===== src/rtl/sort_stream_out_pkg.sv =====
// Shared sort constants and element-indexing helpers, so every stage of the
// sort pipeline slices a frame into elements the same way.
package sort_stream_out_pkg;

  localparam int SORT_N = 8;
  localparam int SORT_K = 8;

  function automatic int idx_w(input int n);
    return (n <= 2) ? 1 : $clog2(n);
  endfunction

  // Element i occupies bits [(i+1)*K-1 : i*K] of a frame.
  function automatic int elem_lsb(input int idx, input int k);
    return idx * k;
  endfunction

endpackage


===== src/rtl/sort_stream_out_elem_mux.sv =====
// Selects one K-bit element out of an N*K frame vector.
module sort_elem_mux
  import sort_stream_out_pkg::*;
#(
  parameter int N  = SORT_N,
  parameter int K  = SORT_K,
  parameter int IW = idx_w(N)
) (
  input  logic [N*K-1:0] i_vec,
  input  logic [IW-1:0]  i_idx,
  output logic [K-1:0]   o_elem
);

  always_comb begin
    o_elem = '0;
    for (int i = 0; i < N; i++) begin
      if (i_idx == IW'(i)) o_elem = i_vec[elem_lsb(i, K) +: K];
    end
  end

endmodule


===== src/rtl/sort_stream_out.sv =====
// Sort pipeline output stage: active + pending frame slots, each frame
// streamed one element per cycle on valid/ready with last-element marking.
module sort_stream_out
  import sort_stream_out_pkg::*;
#(
  parameter int N       = SORT_N,
  parameter int K       = SORT_K,
  parameter int DESCEND = 0
) (
  input  logic           i_clk,
  input  logic           i_rstn,
  input  logic [N*K-1:0] i_in_data,
  input  logic           i_in_valid,
  output logic           o_in_ready,
  output logic [K-1:0]   o_out_data,
  output logic           o_out_valid,
  input  logic           i_out_ready,
  output logic           o_out_last,
  output logic           o_busy
);

  localparam int            IW   = idx_w(N);
  localparam logic [IW-1:0] LAST = IW'(N - 1);

  logic [N*K-1:0] r_act_data, r_pend_data;
  logic           r_act_vld, r_pend_vld;
  logic [IW-1:0]  r_act_idx;

  logic           w_in_fire, w_out_fire, w_act_done, w_act_free;
  logic [IW-1:0]  w_sel;
  logic [K-1:0]   w_elem;

  // in_ready depends on registered state only, never on out_ready.
  assign o_in_ready  = ~r_pend_vld;
  assign o_out_valid = r_act_vld;
  assign o_out_last  = r_act_vld & (r_act_idx == LAST);
  assign o_busy      = r_act_vld | r_pend_vld;

  assign w_in_fire  = i_in_valid & o_in_ready;
  assign w_out_fire = o_out_valid & i_out_ready;
  assign w_act_done = w_out_fire & o_out_last;
  assign w_act_free = ~r_act_vld | w_act_done;

  assign w_sel = (DESCEND != 0) ? (LAST - r_act_idx) : r_act_idx;

  sort_elem_mux #(.N(N), .K(K), .IW(IW)) u_mux (
    .i_vec  (r_act_data),
    .i_idx  (w_sel),
    .o_elem (w_elem)
  );

  assign o_out_data = r_act_vld ? w_elem : '0;

  always_ff @(posedge i_clk) begin
    if (!i_rstn) begin
      r_act_data  <= '0;
      r_pend_data <= '0;
      r_act_vld   <= 1'b0;
      r_pend_vld  <= 1'b0;
      r_act_idx   <= '0;
    end else if (w_act_free) begin
      // Pending frame has priority; in_ready is low then, so no in_fire.
      if (r_pend_vld) begin
        r_act_data <= r_pend_data;
        r_act_idx  <= '0;
        r_act_vld  <= 1'b1;
        r_pend_vld <= 1'b0;
      end else if (w_in_fire) begin
        r_act_data <= i_in_data;
        r_act_idx  <= '0;
        r_act_vld  <= 1'b1;
      end else begin
        r_act_vld  <= 1'b0;
      end
    end else begin
      if (w_out_fire) r_act_idx <= r_act_idx + 1'b1;
      if (w_in_fire) begin
        r_pend_data <= i_in_data;
        r_pend_vld  <= 1'b1;
      end
    end
  end

endmodule


===== config.mk =====
export PLATFORM = sky130hd
export DESIGN_NAME = sort_stream_out
export DESIGN_NICKNAME = d
export VERILOG_FILES = /design/src/rtl/sort_stream_out_pkg.sv /design/src/rtl/sort_stream_out_elem_mux.sv /design/src/rtl/sort_stream_out.sv
export SDC_FILE = /design/constraint.sdc
export NUM_CORES = 1
export LEC_CHECK = 0
export CAP_MARGIN = 20
export CORE_MARGIN = 2
export CORE_UTILIZATION = 30
export DETAILED_ROUTE_END_ITERATION = 8
export HOLD_SLACK_MARGIN = 0.06
export PLACE_DENSITY = 0.45
export SLEW_MARGIN = 40
export SYNTH_ARGS = -nofsm -noshare
export SYNTH_HDL_FRONTEND = slang
export SYNTH_HIERARCHICAL = 1
export SYNTH_SLANG_ARGS = --single-unit
export TNS_END_PERCENT = 5

===== constraint.sdc =====
create_clock -name i_clk -period 2.3 [get_ports i_clk]
set_input_delay 0.23 -clock i_clk [delete_from_list [all_inputs] [get_ports i_clk]]
set_output_delay 0.23 -clock i_clk [all_outputs]
set_load 0.02 [all_outputs]

==> impl_results.md <==
* Status: finished, final reports clean
* Hold-fix buffers, CTS at 0
* Worst Tran Pin Value at 0.533 ns
* Synthesized cell area at 0.00645 mm2
* Distinct cells, synth at 25
* Pleak at 3.50 nW
* Synth area leaders: dfxtp_1, mux2i_1, o211a_1
* Worst Path Max Fanout at 5
* Syn_nets at 707
* Clock-pin slew on the worst setup and hold paths at 0.06 ns
* Largest net degree at the start of global routing at 70
* Clock Root Buffer: clkbuf_16
* Worst reg2reg path endpoint: r_pend_data[9]
* Final setup viols at 0
* Global-route wire length before repair at 27.4 mm
* Syn Inst Count at 637
* Hpwl dp at 12.0 mm
* CP Capture Type: output pin
* Post-synth ARST share at 0%
* Yosys warning count at 6
* RSZ-0062 raised after global routing: true
* Max Clock Skew at 0.00863 ns
* Final WL at 17.5 mm
* Drt wl/cell at 17.9 um
* Total power per unit cell area at 781 mW/mm2
* Crit-path cells: buf_6 > mux4_2 > mux2_2 > and2_1 > buf_2
* F_max at 0.442 GHz
* Clock sinks at 133
* Initial core utilization at 30.6%
* Antenna violations before repair at 0
* Placed Area at 0.00742 mm2
* H-Tree Depth at 4
* Slew HR at 64.4%
* Max Buffers Root-to-Sink at 2
* GRT overflow at 0
* CTS buffer count at 17
* GRT Util Overall at 16.1%
* Crit share post-route at 98.3%
* CTS tree: yes
* Worst vdd ir at 0.437 mV
* Vias in the first global route at 4797
* CP Launch Type: flop
* Layout net count at 761
* Hold path depth at 2
* Design area at 0.00804 mm2
* DRT iter0 DRCs at 272
* Predominant post-synthesis flop cell: dfxtp_1
* Area leader, netlist: dfxtp_1
* CORE AREA at 0.0211 mm2
* Die ar. at 0.0227 mm2
* GP Congestion at 0.835
* Post-synth top cells: dfxtp_1, nand2_1, mux2i_1
* Layout cells sized above 1 at 13.9%
* Hold path startpoint: i_rstn
* Flop2flop setup slack at 0.12 ns
* Tmin final at 2.26 ns
* Cell Count, Final, Fillers Out at 979
* Post-synthesis sequential area ratio at 41.3%
* # IOs at 80
* Worst hold endpoint: r_act_data[26]
* FF+latch count, synth at 133
* Die height at 151 um
* Maxcap violations at 0
* Via density at 5.03
* Clk Latency, worst-skew pair at 0.42 ns
* Critical Path AT at 2.03 ns
* Port bufs at 79
* ANT nets after route at 0
* P&R area growth vs syn at 24.7%
* Worst hold path type: input pin to flop
* Mean Syn Cell Area at 10.1 um2
* Critical path data required time at 2.07 ns
* Total of fill cells in the finished design at 2119
* Hold Vio Cnt, Final at 0
* Yosys top cell area share at 41.3%
* R2r startpoint: r_act_idx[1]
* Number of cells after detailed placement at 946
* ANT cells at 0
* Slowest cell on crit path: mux4_2
* Pins Over Slew Limit at 0
* Crit-path max cell delay at 0.50 ns
* Most common cell in the netlist: dfxtp_1
* Die span in x at 151 um
* Post-CTS Setup Bufs at 0
* Via count at 4924
* Drt drc at 0
* Row cnt at 53
* Kind of critical path: flop to output pin
* Post-synth EDFFs at 0
* Drt first pass iters at 4
* R2R depth at 7
## power by group
| part | leakage, nW | total [mW] | internal [mW] | switching, mW |
|---|---|---|---|---|
| Sequential | 1.09 | 2.60 | 2.46 | 0.132 |
| Clock | 0.303 | 2.89 | 1.84 | 1.05 |
| Combinational | 2.10 | 0.801 | 0.413 | 0.388 |
| Total | 3.50 | 6.28 | 4.71 | 1.57 |
## timing repair
action	CTS	global route
resized for setup	40	37
endpoints found under the setup margin	9	8
cloned	1	0
## how the worst max path moves through the flow
stage,startpoint,to,slack [ns],cells after the start
detailed placement,r_act_idx[1],o_out_data[2],0.00003,5
CTS,r_act_idx[1],o_out_data[1],-0.07,5
global placement,r_act_idx[1],o_out_data[4],0.03,5
finish,r_act_idx[1],o_out_data[6],0.04,5
global route,r_act_idx[1],o_out_data[6],-0.03,5
floorplan,r_act_idx[1],o_out_data[1],0.46,5
## cells by family after synthesis
| kind of cell | Yosys count | share of synthesized area, % |
|---|---|---|
| AOI/OAI and AO/OA | 69 | 10.5 |
| adders and majority gates | 2 | 0.388 |
| buffers and inverters | 66 | 5.70 |
| DFF | 133 | 41.3 |
| muxes | 152 | 27.7 |
| and+or+nand+nor | 215 | 14.4 |
## cell usage in the layout, fill, tap and decap left out, types with 3 or more instances in the layout
cell and count:
o22ai_1 3, clkinv_2 4, mux2_2 3, and2_1 3
bufinv_16 4, clkdlybuf4s50_1 69, buf_4 17, nand2_1 131
o211a_1 64, clkinv_4 3, mux2_4 5, mux2i_1 128
dfxtp_1 131, clkbuf_16 17, buf_6 7, and2_4 6
mux4_2 16, nand3_1 67, buf_12 4
## sequential cells by signal, summed over array words and instances (netlist names)
name,flops
r_act_idx,3
r_pend_vld,1
o_out_valid,1
r_act_data,64
r_pend_data,64
## final cells by class
class / instances / area, um2 / area share, %
Sequential cell: 133 / 2670 / 33.2
Tap cell: 275 / 344 / 4.28
Timing Repair Buffer: 100 / 996 / 12.4
Clock buffer: 19 / 443 / 5.51
Inverter: 1 / 3.75 / 0.0467
Clock inverter: 13 / 181 / 2.26
Multi-Input combinational cell: 438 / 3400 / 42.3
## per-stage QoR
stage / util (%) / power, mW / hold WS [ns] / setup slack (ns) / TNS, ns
floorplan: - / 3.10 / 0.372 / 0.462 / 0
global placement: 35.2 / 3.41 / 0.442 / 0.0254 / 0
detailed placement: 35.2 / 3.43 / 0.447 / 0.0000313 / 0
CTS: 38.0 / 6.34 / 0.256 / -0.0703 / -0.219
global route: 38.1 / 6.55 / 0.271 / -0.0277 / -0.0684
finish: 38.1 / 6.28 / 0.251 / 0.0394 / 0
## per-layer routing
| metal | vias up | part of all wire, % | track usage, % |
|---|---|---|---|
| met5 | - | 0 | 0 |
| met4 | 0 | 1.3 | 4.91 |
| met3 | 15 | 5.4 | 5.48 |
| met2 | 110 | 46 | 25.6 |
| met1 | 2417 | 47 | 20.8 |
| li1 | 2382 | - | - |
## worst max-delay path, delay by kind of cell (launching register included)
kind          cells  cell delay, ns
flops             1            0.38
buf+inv           2            0.29
mux               2            0.78
simple gates      1            0.16
No activity file was read; power rests on OpenSTA's default activity.
